--- config.mk ---
export PLATFORM = sky130hd
export DESIGN_NAME = serial_add_sched
export DESIGN_NICKNAME = d
export VERILOG_FILES = /design/src/rtl/serial_add_sched.sv
export SDC_FILE = /design/constraint.sdc
export NUM_CORES = 1
export LEC_CHECK = 0
export CORE_MARGIN = 10
export CORE_UTILIZATION = 40
export DETAILED_ROUTE_END_ITERATION = 10
export GPL_TIMING_DRIVEN = 0
export SYNTH_ARGS = -nofsm -noshare
export SYNTH_HDL_FRONTEND = slang
export SYNTH_SLANG_ARGS = --single-unit
--- constraint.sdc ---
create_clock -name clk -period 2.94 [get_ports clk]
set_clock_uncertainty 0.15 [all_clocks]
set_input_delay 0.588 -clock clk [delete_from_list [all_inputs] [get_ports clk]]
set_output_delay 0.588 -clock clk [all_outputs]
set_load 0.1 [all_outputs]
--- src/rtl/serial_add_sched.sv ---
// rtl/serial_add_sched.sv - bit-serial add/subtract using one shared full adder
// One full adder walks the operands LSB first; the result is latched when DONE is entered.
module serial_add_sched #(
  parameter int WIDTH = 8
) (
  input  logic             clk,
  input  logic             rst_n,
  input  logic             start_i,
  input  logic             sub_i,
  input  logic [WIDTH-1:0] a_i,
  input  logic [WIDTH-1:0] b_i,
  output logic             busy_o,
  output logic             done_o,
  output logic [WIDTH-1:0] sum_o,
  output logic             cout_o,
  output logic             ovf_o
);

  localparam int CW = $clog2(WIDTH + 1);

  typedef enum logic [1:0] {
    IDLE = 2'd0,
    RUN  = 2'd1,
    DONE = 2'd2
  } state_t;

  state_t state, state_nxt;

  logic [WIDTH-1:0] a_sr;
  logic [WIDTH-1:0] b_sr;
  logic [WIDTH-1:0] res_sr;
  logic             carry;
  logic [CW-1:0]    cnt;

  logic ha0_s, ha0_c, ha1_s, ha1_c;
  logic fa_s, fa_c;
  logic last_bit;
  logic accept;

  // Full adder as two half adders plus an OR.
  assign ha0_s = a_sr[0] ^ b_sr[0];
  assign ha0_c = a_sr[0] & b_sr[0];
  assign ha1_s = ha0_s ^ carry;
  assign ha1_c = ha0_s & carry;
  assign fa_s  = ha1_s;
  assign fa_c  = ha0_c | ha1_c;

  assign last_bit = (cnt == CW'(WIDTH - 1));
  assign accept   = (state == IDLE) && start_i;

  always_ff @(posedge clk or negedge rst_n) begin
    if (!rst_n) begin
      state <= IDLE;
    end else begin
      state <= state_nxt;
    end
  end

  always_comb begin
    state_nxt = state;
    busy_o    = 1'b0;
    done_o    = 1'b0;
    case (state)
      IDLE: begin
        if (start_i) state_nxt = RUN;
      end
      RUN: begin
        busy_o = 1'b1;
        if (last_bit) state_nxt = DONE;
      end
      DONE: begin
        done_o    = 1'b1;
        state_nxt = IDLE;
      end
      default: state_nxt = IDLE;
    endcase
  end

  always_ff @(posedge clk or negedge rst_n) begin
    if (!rst_n) begin
      a_sr   <= '0;
      b_sr   <= '0;
      res_sr <= '0;
      carry  <= 1'b0;
      cnt    <= '0;
      sum_o  <= '0;
      cout_o <= 1'b0;
      ovf_o  <= 1'b0;
    end else if (accept) begin
      // Subtraction is A + ~B + 1: invert B here and seed the carry with 1.
      a_sr  <= a_i;
      b_sr  <= sub_i ? ~b_i : b_i;
      carry <= sub_i;
      cnt   <= '0;
    end else if (state == RUN) begin
      a_sr   <= a_sr >> 1;
      b_sr   <= b_sr >> 1;
      res_sr <= {fa_s, res_sr[WIDTH-1:1]};
      carry  <= fa_c;
      cnt    <= cnt + CW'(1);
      if (last_bit) begin
        // carry still holds the carry into the MSB at this point.
        sum_o  <= {fa_s, res_sr[WIDTH-1:1]};
        cout_o <= fa_c;
        ovf_o  <= carry ^ fa_c;
      end
    end
  end

endmodule

After elaboration in Yosys (flattened, before gate mapping)
Index checks and enable logic that the tools add are counted.

Equal/unequal tests: 5. Muxes and demuxes: 14. Bitwise logic cells: 8. Add/sub/neg operators: 1. Reduce and logical (&&, ||, !) cells: 6.

Operator list (number): $mux W8 (5); $mux W4 (2); $not A8 Y8 (1); $add A4 B1 Y4 const B (1); $eq A4 B3 Y1 const B (1); $mux W1 (4); $mux W2 (2); $ne A2 B2 Y1 const B (2); $pmux W2 S2 (1); $reduce_and A2 Y1 (2); $reduce_and A3 Y1 (1); $xor A1 B1 Y1 (3); $and A1 B1 Y1 (2); $eq A2 B1 Y1 const B (1); $eq A2 B2 Y1 const B (1); $logic_not A2 Y1 (1); $reduce_bool A2 Y1 (1); $logic_and A1 B1 Y1 (1); $not A1 Y1 (1); $or A1 B1 Y1 (1).

Output and inout port bits: 12. Register bits: 41. Input port bits: 20. Word-level logic and storage cells: 43.

Depth between registers and ports, before layout
Word-level depth: 5. Mapped depth: 7. Mapped depth without buffers: 4.

Least setup slack after synthesis
OpenSTA, ideal clock, no wires.

Kind: register to output. From: register state[1]. To: output port done_o. Slack: 0.138 ns. Buffers on the path: 2. Required time: 2.202 ns. Arrival time: 2.064 ns. Stages on the path, launching flop included: 4. Cells stage by stage: dfrtp_1 -> buf_6 -> clkbuf_1 -> nor2b_1.

Cells in the longest elaborated chain, start to end: 2.

RTL lines: start, declared (RTL line 27) `state_t state, state_nxt;`; start signal, assigned (RTL line 55) `state <= state_nxt;`; $eq A2 B2 Y1 (RTL line 63) `case (state)`; $mux W1 (RTL line 63); end, declared (RTL line 13) `output logic done_o,`.

Every way passes these cells.

Final worst setup path
From: register state[1]. To: output port busy_o.

Cells in the longest elaborated chain, start to end: 2.

RTL lines: $eq A2 B1 Y1 (RTL line 63); $mux W1 (RTL line 63); end, declared (RTL line 12) `output logic busy_o,`.

Every way passes these cells.

==> impl_metrics.json <==
{
  "run_status": "completed",
  "initial_core_util": 0.416,
  "crit_type": "register to primary output",
  "avgSynthCellArea_sq_um": 11.1,
  "seq_area_frac_synth": 0.545,
  "htree_levels": 2,
  "seqCellArea_sq_mm": 0.00100,
  "setup_slack_ns": 0.124,
  "grt_pass1_wl_mm": 6.83,
  "io_pins": 32,
  "pre_cts_slack_ns": -0.154,
  "num-fill-cells": 399,
  "clk_pin_slew_ns": 0.08,
  "worstSkewPairLatency_ns": 0.29,
  "max_freq_mhz": 355,
  "syn-cell-area_sq_mm": 0.00184,
  "numCtsBuffers": 5,
  "die-area_sq_mm": 0.00770,
  "fp-row-count": 24,
  "dr.pass1.iters": 4,
  "area_growth_pct": 25.3,
  "place_hpwl_mm": 2.81,
  "grt_overflow": 0,
  "grt.total_usage": 0.110,
  "finalPower_uw": 2700,
  "grt_pass1_vias": 1428,
  "ys.flop_type": "dfrtp_1",
  "hold_violations": 0,
  "die_w_um": 87.8,
  "power.density_mw_per_mm2": 1170,
  "drc": 0,
  "core_sq_mm": 0.00441,
  "slew_viol_final": 0,
  "clockBufferDepth": 2,
  "critPathCaptureType": "primary output",
  "cts_tree": "done",
  "cp_max_fo": 10,
  "wl_per_cell_um": 15.1,
  "synthArstFlopShare": 1.00,
  "grt_start_max_net_pins": 41,
  "vias_per_cell": 5.19,
  "cpMaxStageDelayCell": "clkdlybuf4s15_2",
  "nNetsFinal": 224,
  "syn_nets": 187,
  "max_slew.worst_pin.slew_ns": 0.968,
  "place.gp.congestion": 0.785,
  "finalSetupViolCount": 0,
  "startpoint_type": "register",
  "ctsRootBufferMaster": "clkbuf_8",
  "slew_headroom": 0.352,
  "period_needed_ns": 2.82,
  "power_leakage_uw": 0.00102,
  "crit_top_cell": "buf_6",
  "synth.ff_latch_count": 40,
  "hp-class": "input port to async pin",
  "ant_nets": 0,
  "drt_iter0_drc": 37,
  "cp_slowest_stage_delay_ns": 0.59,
  "diodes": 0,
  "syn_inst": 165,
  "synth_edf_count": 0,
  "drive_above_1_share": 0.148,
  "rsz0062_at_grt": "no",
  "routed_wirelength_mm": 3.85,
  "via_count": 1323,
  "fin_crit_sh": 0.958,
  "cp.arrival_ns": 2.08,
  "grt_antenna_before_repair": 0,
  "die_y_um": 87.8,
  "ir_drop_v": 0.000365,
  "synth_cell_type_count": 28,
  "cp.required_ns": 2.20,
  "instances_no_fill": 255,
  "synth-warning-count": 0,
  "dp.cells": 247,
  "multi_input_area_sq_um": 766,
  "cap_violations": 0,
  "cp_cell_sequence": "buf_6 -> nand2b_4 -> buf_6 -> inv_1 -> buf_2 -> clkdlybuf4s15_2",
  "cts_sinks": 40,
  "port_buffers": 30,
  "holdWs_ns": 0.263
}
## cells by family after synthesis
kind of cell | after synthesis | share of synthesized area
and+or+nand+nor | 51 | 0.142
xor gates and xnor gates | 9 | 0.0429
adders and majority gates | 2 | 0.0177
DFF | 40 | 0.545
AOI/OAI and AO/OA | 38 | 0.131
muxes | 14 | 0.0831
buffers and inverters | 11 | 0.0381
## through the flow
stage,util,area (sq um),setup TNS [ns]
after CTS,0.522,2300,0
after floorplan,-,1840,0
after global routing,0.521,2300,0
after detailed placement,0.498,2200,-0.154
final,0.521,2300,0
after global placement,0.499,2200,-0.135
## area by class of cell
cell class	count	area share
flip-flops and latches	40	0.435
multi-input cells	114	0.333
repair buffers	30	0.127
clock buffers	6	0.0315
plain buffers	10	0.0288
well taps	52	0.0283
clock inverters	2	0.0152
inverters	1	0.00163
## sequential cells by signal, indices dropped and copies added, names as in the netlist
register,flops
b_sr,8
cnt,4
cout_o,1
sum_o,8
carry,1
state,2
ovf_o,1
res_sr,7
a_sr,8
## power breakdown
group,switching [uW],internal [uW],total (uW)
combinational,888,432,1320
sequential,152,789,941
clock,188,252,440
total,1230,1470,2700
## cells in the mapped netlist, drive strengths merged (2+ instances only)
cell	n	area share
buf	6	0.028
nand2	33	0.067
nor3b	2	0.011
a21oi	6	0.016
a22o	3	0.014
a22oi	9	0.037
o21ai	16	0.044
o22a	3	0.014
and2b	3	0.012
nand2b	3	0.014
mux2i	4	0.022
mux2	10	0.061
xnor2	3	0.014
clkbuf	4	0.0082
nor2	2	0.0041
nor2b	6	0.020
xor2	6	0.029
dfrtp	40	0.54
## critical path, delay by kind of cell, from the launching register on
family	cells	cell delay, ns
AND/OR/NAND/NOR	1	0.13
flip-flops	1	0.38
buffers and inverters	5	1.27
## per-layer routing
layer  routed length, um  vias up  global-route usage
li1                    -      640                   -
met4                  48        0              0.0304
met5                   0        -                   0
met3                 279        6              0.0464
met1                1710      647               0.137
met2                1800       30               0.171
## final timing paths
check | end | depth (start not counted) | start | slack (ns)
worst max-delay path | busy_o | 6 | state[1] | 0.12
worst min-delay path | sum_o[5] | 1 | rst_n | 0.26
worst max register to register | sum_o[1] | 6 | state[1] | 1.16
worst min register to register | res_sr[1] | 2 | res_sr[1] | 0.33
max in group asynchronous | b_sr[1] | 1 | rst_n | 1.83
min in group clk | res_sr[1] | 2 | res_sr[1] | 0.33
## cells in the final DEF (no fill, tap or decap), types with 6 or more instances in the layout
| cell | instances |
|---|---|
| dfrtp_1 | 40 |
| nand2_1 | 33 |
| clkdlybuf4s50_1 | 27 |
| o21ai_0 | 16 |
| mux2_2 | 10 |
| a22oi_1 | 9 |
| nor2b_1 | 6 |
| xor2_1 | 6 |
| a21oi_1 | 6 |
## timing repair
action | 4_1_cts | 5_1_grt
setup endpoints to repair | 2 | 1
hold buffers | 0 | 0
resized for setup | 4 | 2
buffers inserted | 0 | 0
No activity file was read; power rests on OpenSTA's default activity.
